## config.mk

```make
export PLATFORM = sky130hd
export DESIGN_NAME = sc_fir_acc
export DESIGN_NICKNAME = d
export VERILOG_FILES = /design/src/rtl/sc_fir_acc.sv
export SDC_FILE = /design/constraint.sdc
export NUM_CORES = 1
export LEC_CHECK = 0
export BUFFER_PORTS_ARGS = -buffer_cell sky130_fd_sc_hd__buf_4
export CORE_AREA = 2 2 78 80
export CTS_CLUSTER_DIAMETER = 40
export DETAILED_ROUTE_END_ITERATION = 8
export DIE_AREA = 0 0 80 82
export GPL_ROUTABILITY_DRIVEN = 0
export GPL_TIMING_DRIVEN = 1
export PLACE_DENSITY = 0.7
export SETUP_SLACK_MARGIN = 0.1
export SLEW_MARGIN = 10
export SYNTH_ARGS = -nofsm -noshare
export SYNTH_HDL_FRONTEND = slang
export SYNTH_SLANG_ARGS = --single-unit
```

## constraint.sdc

```tcl
create_clock -name clk -period 4.1 [get_ports clk]
set_clock_uncertainty 0.05 [all_clocks]
set_input_delay 0.82 -clock clk [delete_from_list [all_inputs] [get_ports clk]]
set_output_delay 0.82 -clock clk [all_outputs]
set_load 0.01 [all_outputs]
```

## src/rtl/sc_fir_acc.sv

```systemverilog
// Sequences one FIR output sample as a series of 4-tap group requests to a
// stochastic-computing MAC and accumulates the returned group results.
module sc_fir_acc #(
    parameter int NBITS   = 8,
    parameter int FIRLOG  = 8,
    parameter int TIMEOUT = 300,
    localparam int ACCW   = NBITS + 2 + FIRLOG
) (
    input  logic              clk,
    input  logic              rst,
    input  logic              start,
    input  logic [FIRLOG-1:0] n_groups,
    output logic              mac_start,
    output logic [FIRLOG-1:0] group_idx,
    input  logic              mac_valid,
    input  logic [NBITS+1:0]  mac_in,
    output logic [ACCW-1:0]   acc_out,
    output logic              out_valid,
    input  logic              out_ready,
    output logic              busy,
    output logic              err
);

    localparam int TW = $clog2(TIMEOUT + 1);

    typedef enum logic [1:0] {
        IDLE  = 2'd0,
        ISSUE = 2'd1,
        WAIT  = 2'd2,
        OUT   = 2'd3
    } state_t;

    state_t            state_q, state_d;
    logic [ACCW-1:0]   acc_q, acc_d;
    logic [FIRLOG-1:0] group_idx_q, group_idx_d;
    logic [FIRLOG-1:0] last_q, last_d;
    logic [TW-1:0]     tmo_q, tmo_d;
    logic              err_q, err_d;
    logic              mac_start_q, mac_start_d;
    logic              out_valid_q, out_valid_d;
    logic              busy_q, busy_d;

    always_comb begin
        state_d     = state_q;
        acc_d       = acc_q;
        group_idx_d = group_idx_q;
        last_d      = last_q;
        tmo_d       = tmo_q;
        err_d       = err_q;
        case (state_q)
            IDLE: begin
                if (start) begin
                    acc_d       = '0;
                    group_idx_d = '0;
                    last_d      = (n_groups == '0) ? '0 : n_groups - FIRLOG'(1);
                    err_d       = 1'b0;
                    state_d     = ISSUE;
                end
            end
            ISSUE: begin
                tmo_d   = '0;
                state_d = WAIT;
            end
            WAIT: begin
                // A result arriving in the expiry cycle still counts.
                if (mac_valid) begin
                    acc_d = acc_q + ACCW'(mac_in);
                    if (group_idx_q == last_q) begin
                        state_d = OUT;
                    end else begin
                        group_idx_d = group_idx_q + FIRLOG'(1);
                        state_d     = ISSUE;
                    end
                end else if (tmo_q == TW'(TIMEOUT - 1)) begin
                    err_d   = 1'b1;
                    acc_d   = '0;
                    state_d = IDLE;
                end else begin
                    tmo_d = tmo_q + TW'(1);
                end
            end
            OUT: begin
                if (out_ready) state_d = IDLE;
            end
            default: state_d = IDLE;
        endcase
    end

    // Moore outputs registered from the next state so they align with it.
    always_comb begin
        mac_start_d = (state_d == ISSUE);
        out_valid_d = (state_d == OUT);
        busy_d      = (state_d != IDLE);
    end

    always_ff @(posedge clk or negedge rst) begin
        if (!rst) begin
            state_q     <= IDLE;
            acc_q       <= '0;
            group_idx_q <= '0;
            last_q      <= '0;
            tmo_q       <= '0;
            err_q       <= 1'b0;
            mac_start_q <= 1'b0;
            out_valid_q <= 1'b0;
            busy_q      <= 1'b0;
        end else begin
            state_q     <= state_d;
            acc_q       <= acc_d;
            group_idx_q <= group_idx_d;
            last_q      <= last_d;
            tmo_q       <= tmo_d;
            err_q       <= err_d;
            mac_start_q <= mac_start_d;
            out_valid_q <= out_valid_d;
            busy_q      <= busy_d;
        end
    end

    assign mac_start = mac_start_q;
    assign group_idx = group_idx_q;
    assign acc_out   = acc_q;
    assign out_valid = out_valid_q;
    assign busy      = busy_q;
    assign err       = err_q;

endmodule

```

== Word level (Yosys, flattened, before mapping) ==
Cells that the tools add are included.

* Register bits after elaboration: 49

* Add/subtract/negate cells: 4
* Eq/ne operators: 14
* Muxes and demuxes: 22
* Reductions and logical operators: 10

{| class="wikitable"
|+ Operators by type and width
! cell !! number
|-
| $mux W18 || 3
|-
| $pmux W18 S2 || 1
|-
| $mux W8 || 4
|-
| $add A18 B10 Y18 || 1
|-
| $mux W9 || 2
|-
| $pmux W9 S2 || 1
|-
| $pmux W8 S2 || 1
|-
| $ne A2 B2 Y1 const B || 6
|-
| $mux W2 || 5
|-
| $add A9 B1 Y9 const B || 1
|-
| $eq A9 B9 Y1 const B || 1
|-
| $add A8 B1 Y8 const B || 1
|-
| $eq A8 B8 Y1 || 1
|-
| $logic_not A8 Y1 || 1
|-
| $pmux W2 S4 || 1
|-
| $reduce_and A4 Y1 || 2
|-
| $sub A8 B1 Y8 const B || 1
|-
| $eq A2 B2 Y1 const B || 3
|-
| $reduce_and A3 Y1 || 2
|-
| $reduce_bool A2 Y1 || 3
|-
| $eq A2 B1 Y1 const B || 2
|-
| $mux W1 || 3
|-
| $ne A3 B3 Y1 const B || 1
|-
| $logic_not A2 Y1 || 1
|-
| other kinds (2) || 2
|}

== Depth between registers and ports, before layout ==
Gate-level depths: netlist (run 1).

* Depth in word-level cells: 5
* Depth in mapped cells: 9
* Gate-level depth less buffers: 9

== Worst setup path after synthesis (run 1) ==
No wires, ideal clock.

* Path kind: input -> register
* Start: in mac_in[0]
* End: reg acc_q[12] (netlist: acc_out[12])
* Data arrival time: 2.634 ns
* Required time: 3.970 ns
* Slack: 1.336 ns
* Cell stages on the path: 9
* Path through: ha_1 -> inv_1 -> fa_1 -> nand2b_1 -> a21oi_1 -> o211ai_1 -> a211o_1 -> or3_1 -> a21oi_1

* Longest elaborated chain between the ends: 3

{| class="wikitable"
|+ Ends and longest elaborated chain
! element !! line !! text
|-
| from (decl) || 16 || <nowiki>input logic [NBITS+1:0] mac_in,</nowiki>
|-
| $add A18 B10 Y18 || 67 || <nowiki>acc_d = acc_q + ACCW'(mac_in);</nowiki>
|-
| $mux W18 || 66 || <nowiki>if (mac_valid) begin</nowiki>
|-
| $pmux W18 S2 || 50 || <nowiki>case (state_q)</nowiki>
|-
| to (signal assigned) || 99 || <nowiki>acc_q <= '0;</nowiki>
|-
| to (signal assigned) || 109 || <nowiki>acc_q <= acc_d;</nowiki>
|-
| to (decl) || 34 || <nowiki>logic [ACCW-1:0] acc_q, acc_d;</nowiki>
|}

No other way between the ends.
A chain may end at the register's enable or synchronous reset.

== Worst setup path in the final report (run 1) ==
Ends and elaborated chain as after synthesis.

==> results.py, run 1 <==
metrics = {
    "synthesis": {
        "synthTopCellsByArea": "dfrtp_1, xor2_1, ha_1",
        "synth-seq-cells": 49,
        "yosys_warnings": 0,
        "ys_types": 49,
        "syn-instance-count": 319,
        "avgSynthCellArea_um2": 9.10,
        "synth_area_um2": 2900,
        "synth.top_cell.area_share_pct": 42.3,
        "yosysTopAreaCell": "dfrtp_1",
        "synth_edf_count": 0,
        "async_reset_ff_share_pct": 100,
        "seq_area_frac_synth_pct": 42.3,
        "synth-main-ff-cell": "dfrtp_1",
        "syn_nets": 356,
    },
    "die": {
        "ios": 53,
        "die_area_um2": 6560,
        "die_width_um": 80,
        "core_um2": 5750,
        "rows": 28,
        "chipHeight_um": 82,
        "start_util_pct": 50.5,
    },
    "run_status": {
        "outcome": "finished clean",
    },
    "timing": {
        "setup_tns_ps": 0,
        "final-setup-viol-count": 0,
        "post-route-period-util_pct": 66.6,
        "rsz0062_at_grt": "no",
        "hold_viol_final": 0,
        "period_minus_slack_ps": 2730,
        "fmax_mhz": 366,
        "slew_headroom_pct": 47.7,
        "tightest_slew_ps": 784,
        "maxSlewViolCount": 0,
    },
    "pwr": {
        "power_density_nw_per_um2": 528,
        "combPwrFrac_pct": 43.2,
        "swShare_pct": 40.2,
        "p_seq_share_pct": 39.7,
        "clockPowerShare_pct": 17.1,
        "p_switching_uw": 739,
        "irDropWorstVdd_mv": 0.247,
        "intPower_mw": 1.10,
        "leakage_nw": 1.72,
    },
    "global_routing": {
        "overflow": 0,
        "grt_usage_pct": 19.8,
        "grt_max_degree": 50,
        "grt_pass1_vias": 2265,
        "grt_pass1_wl_um": 10100,
        "antenna_found_initial": 0,
    },
    "cts": {
        "h-tree-depth": 2,
        "cts_resized": 0,
        "ctsHoldBuffers": 0,
        "cts_root_buf": "clkbuf_8",
        "cts_buffers": 5,
        "clock-sinks": 49,
        "cts_tree": "yes",
        "cts_setup_buffers": 0,
        "clock_latency_ps": 300,
        "clock_path_buffers": 2,
        "clk_pin_slew_ps": 90,
    },
    "place": {
        "place_hpwl_um": 4610,
        "io_buffers": 52,
        "dpl_cell_area_um2": 3380,
    },
    "setup_path": {
        "cp_slowest_stage_delay_ps": 400,
        "reg2regPathDepth": 7,
        "worstPathCellList": "buf_4 > ha_1 > inv_1 > fa_1 > nand2b_1 > a21oi_1 > o211ai_1 > a211o_1 > or3_1 > a21oi_1",
        "required_ps": 4270,
        "cp.arrival_ps": 2900,
        "end_kind": "flop",
        "startpoint_type": "primary input",
        "crit_slowest_cell": "a211o_1",
        "path_common_cell": "a21oi_1",
        "critPathMaxFanout": 7,
        "path_class": "primary input to flop",
    },
    "final_layout": {
        "layout_common_cells": "buf_4, dfrtp_1, nand2_1",
        "final_common_cell": "buf_4",
        "area_growth_pct": 19.9,
        "drive_above_1_share_pct": 18.4,
        "finalInstanceArea_um2": 3480,
        "nets": 412,
        "antenna_cells": 0,
    },
    "detailed_routing": {
        "wl_per_cell_um": 13.5,
        "drc_errors": 0,
        "via_per_inst": 5.44,
        "vias": 2453,
        "drt-initial-drc-count": 73,
        "ant_nets": 0,
        "routed_wl_um": 6080,
        "dr.pass1.iters": 4,
    },
    "min_path": {
        "hold_path.class": "flop to flop",
        "whs_path_depth": 2,
    },
    "job": {
        "max_cap_violations": 0,
    },
}
## layer usage
metal  GRT usage (%)  part of all wire [%]
met1            25.2                    45
met2            34.1                    49
met4            5.76                   1.2
met5               0                     0
met3            3.96                   5.1
## cell usage after synthesis, drive strengths merged, types with 2 or more instances
master / number
a211o: 3
a21o: 5
a21oi: 21
a32o: 2
and2: 5
and3: 7
and4: 2
and4bb: 2
clkbuf: 3
dfrtp: 49
ha: 13
inv: 14
mux2i: 3
nand2: 42
nand2b: 5
nand3: 13
nand4: 6
nor2: 32
nor2b: 4
nor3: 3
o211ai: 5
o21ai: 23
o31ai: 2
or2: 3
or3: 5
xnor2: 7
xor2: 20
## cell families after synthesis
kind of cell | synth area share, %
XOR/XNOR | 8.15
buffers and inverters | 2.37
AO/OA/AOI/OAI | 17.0
adder cells (fa/ha/maj) | 6.30
flip-flops | 42.3
AND/OR/NAND/NOR | 22.5
multiplexers | 1.42
## stage by stage
step                hold WS [ps]  total power [mW]  utilization (%)  instances  worst slack (ps)
finish                       453              1.84             60.5        451              1370
global route                 492              1.99             60.5        451              1210
CTS                          460              1.85             60.5        451              1360
detailed placement           440              1.53             58.8        443              1040
global placement             434              1.51             58.8        443              1100
floorplan                    419              1.25                -        319              1340
## flip-flops by register name, summed over array words and instances (netlist names)
signal	count
group_idx	8
tmo_q	9
last_q	8
state_q	2
busy	1
mac_start	1
out_valid	1
err	1
acc_out	18
## worst paths after layout
check                                      startpoint  slack, ps                      end
max in group asynchronous                         rst       3110  acc_out[16]$_DFFE_PN0P_
worst max-delay path                        mac_in[0]       1370  acc_out[12]$_DFFE_PN0P_
worst max register to register   tmo_q[0]$_DFFE_PN0P_       1460  acc_out[11]$_DFFE_PN0P_
worst min-delay path            last_q[5]$_DFFE_PN0P_        450    last_q[5]$_DFFE_PN0P_
worst min register to register  last_q[5]$_DFFE_PN0P_        450    last_q[5]$_DFFE_PN0P_
min in group asynchronous                         rst        480   acc_out[3]$_DFFE_PN0P_
## critical path: cells and delay by family
kind | cells | cell delay [ps]
AOI/OAI and AO/OA | 4 | 860
adders and majority gates | 2 | 530
buffers and inverters | 2 | 140
and+or+nand+nor | 2 | 560
## layout make-up
type | count | area, µm²
Timing Repair Buffer | 53 | 398
Clock inverter | 1 | 5.00
Clock buffer | 7 | 96.3
Multi-Input combinational cell | 252 | 1610
Inverter | 14 | 52.6
Fill cell | 541 | 2270
Sequential cell | 49 | 1230
Tap cell | 75 | 93.8
## power by group through the flow
stage / logic (mW) / registers (mW) / clock network, mW
after detailed placement: 0.795 / 0.739 / 0
after global placement: 0.778 / 0.736 / 0
final: 0.794 / 0.730 / 0.314
after CTS: 0.797 / 0.731 / 0.320
after global routing: 0.900 / 0.752 / 0.342
after floorplan: 0.523 / 0.732 / 0
Power figures use the tool's default switching activity.
==> run 2, diff against run 1 <==
==> constraint.sdc (replaced) <==
create_clock -name clk -period 2.62 [get_ports clk]
set_clock_uncertainty 0.05 [all_clocks]
set_input_delay 0.524 -clock clk [delete_from_list [all_inputs] [get_ports clk]]
set_output_delay 0.524 -clock clk [all_outputs]
set_load 0.01 [all_outputs]
==> results.py, run 2 (same netlist as run 1, synthesis figures left out) <==
metrics = {
    "run_status": {
        "outcome": "finished clean",
    },
    "timing": {
        "maxSlewViolCount": 0,
        "period_minus_slack_ps": 2410,
        "setup_tns_ps": 0,
        "hold_viol_final": 0,
        "final-setup-viol-count": 0,
        "fmax_mhz": 415,
        "post-route-period-util_pct": 92.0,
        "slew_headroom_pct": 59.1,
        "tightest_slew_ps": 613,
        "rsz0062_at_grt": "no",
        "setup_ws_ps": 209,
    },
    "final_layout": {
        "area_growth_pct": 23.6,
        "nets": 423,
        "fillers": 531,
        "register_area_um2": 1230,
        "layout_common_cells": "buf_4, dfrtp_1, nand2_1",
        "largest_register_ffs": 18,
        "multi_input_area_um2": 1630,
        "final_common_cell": "buf_4",
        "drive_above_1_share_pct": 21.7,
        "antenna_cells": 0,
    },
    "die": {
        "chipHeight_um": 82,
        "core_um2": 5750,
        "die_width_um": 80,
        "die_area_um2": 6560,
        "ios": 53,
        "start_util_pct": 50.5,
        "rows": 28,
    },
    "cts": {
        "cts_root_buf": "clkbuf_8",
        "clk_pin_slew_ps": 90,
        "cts_buffers": 5,
        "clock_path_buffers": 2,
        "ctsHoldBuffers": 0,
        "clock-sinks": 49,
        "cts_tree": "yes",
        "h-tree-depth": 2,
        "clock_latency_ps": 310,
    },
    "setup_path": {
        "crit_start": "acc_out[0]$_DFFE_PN0P_",
        "worstPathCellList": "ha_2 > inv_1 > fa_1 > nand2b_4 > a21oi_4 > o211ai_1 > a211o_1 > or3_1 > a21oi_2",
        "path_class": "flop to flop",
        "cp.arrival_ps": 2600,
        "required_ps": 2810,
        "cp_slowest_stage_delay_ps": 380,
        "startpoint_type": "flop",
        "crit_slowest_cell": "dfrtp_1",
        "rr_startpoint": "acc_out[0]$_DFFE_PN0P_",
        "end_kind": "flop",
        "critPathMaxFanout": 5,
    },
    "detailed_routing": {
        "routed_wl_um": 6240,
        "drc_errors": 0,
        "drt-initial-drc-count": 91,
        "vias": 2502,
        "wl_per_cell_um": 13.5,
        "dr.pass1.iters": 4,
        "via_per_inst": 5.42,
        "ant_nets": 0,
    },
    "global_routing": {
        "overflow": 0,
        "antenna_found_initial": 0,
        "grt_max_degree": 50,
        "grt_pass1_wl_um": 10600,
        "grt_usage_pct": 20.5,
        "grt_pass1_vias": 2408,
    },
    "place": {
        "place_hpwl_um": 4660,
        "place_ws_ps": -88.3,
        "io_buffers": 52,
    },
    "pwr": {
        "power_density_nw_per_um2": 831,
        "leakage_nw": 1.78,
        "irDropWorstVdd_mv": 0.430,
    },
    "job": {
        "max_cap_violations": 0,
    },
    "min_path": {
        "hold_path.class": "primary input to asynchronous set/reset pin",
    },
}
==> run 2: cell count changes in the layout (fill, tap and decap cells not counted) <==
cell and delta:
a21oi_4 +1, ha_1 -1, nand2b_1 -1, a21oi_2 +1, a21oi_1 -2, buf_4 +11, ha_2 +1, nand2b_4 +1
==> run 2: what timing repair did <==
action	in CTS	in global routing
endpoints found under the hold margin	0	0
gates resized for setup	0	5
endpoints found under the setup margin	0	5
buffers inserted	0	3
==> run 2: metal layers <==
layer,track usage [%],vias to the layer above,routed length (µm)
li1,-,1258,-
met1,25.7,1182,2750
met2,36.4,55,3150
met3,2.75,7,241
met4,7.29,0,94
met5,0,-,0
==> run 2: power breakdown <==
group	internal [mW]	switching, mW	total (mW)
Combinational	0.594	0.746	1.34
Clock	0.239	0.260	0.499
Sequential	0.954	0.187	1.14
==> run 2: layout make-up <==
cell class	instances	area share, %
Clock inverter	1	0.140
Multi-Input combinational cell	252	45.5
Inverter	14	1.47
Tap cell	75	2.62
Timing Repair Buffer	64	13.4
Sequential cell	49	34.2
Clock buffer	7	2.69
==> run 2: final timing paths <==
path / end / slack (ps) / cells past startpoint
setup / recovery: acc_out[14]$_DFFE_PN0P_ / 210 / 9
hold / removal: acc_out[3]$_DFFE_PN0P_ / 160 / 1
setup reg to reg: acc_out[14]$_DFFE_PN0P_ / 210 / 9
hold reg to reg: last_q[5]$_DFFE_PN0P_ / 450 / 2
max in group asynchronous: out_valid$_DFF_PN0_ / 1940 / 1
min in group clk: last_q[0]$_DFFE_PN0P_ / 380 / 2
==> run 2: worst max-delay path: cells and delay by family (launching register included) <==
family / cells / cell delay [ps]
fa+ha+maj: 2 / 570
compound gates: 4 / 760
buf+inv: 1 / 50
flops: 1 / 380
simple gates: 2 / 550
==> run 2: per-stage QoR <==
stage               power [mW]  std cells  hold WS (ps)  cell area, µm²  util [%]
global placement          2.43        451           433            3440      59.8
floorplan                 1.96        319           178            2900         -
finish                    2.98        462           163            3590      62.4
detailed placement        2.46        451           445            3440      59.8
CTS                       2.96        459           186            3540      61.6
global route              3.24        462           212            3590      62.4
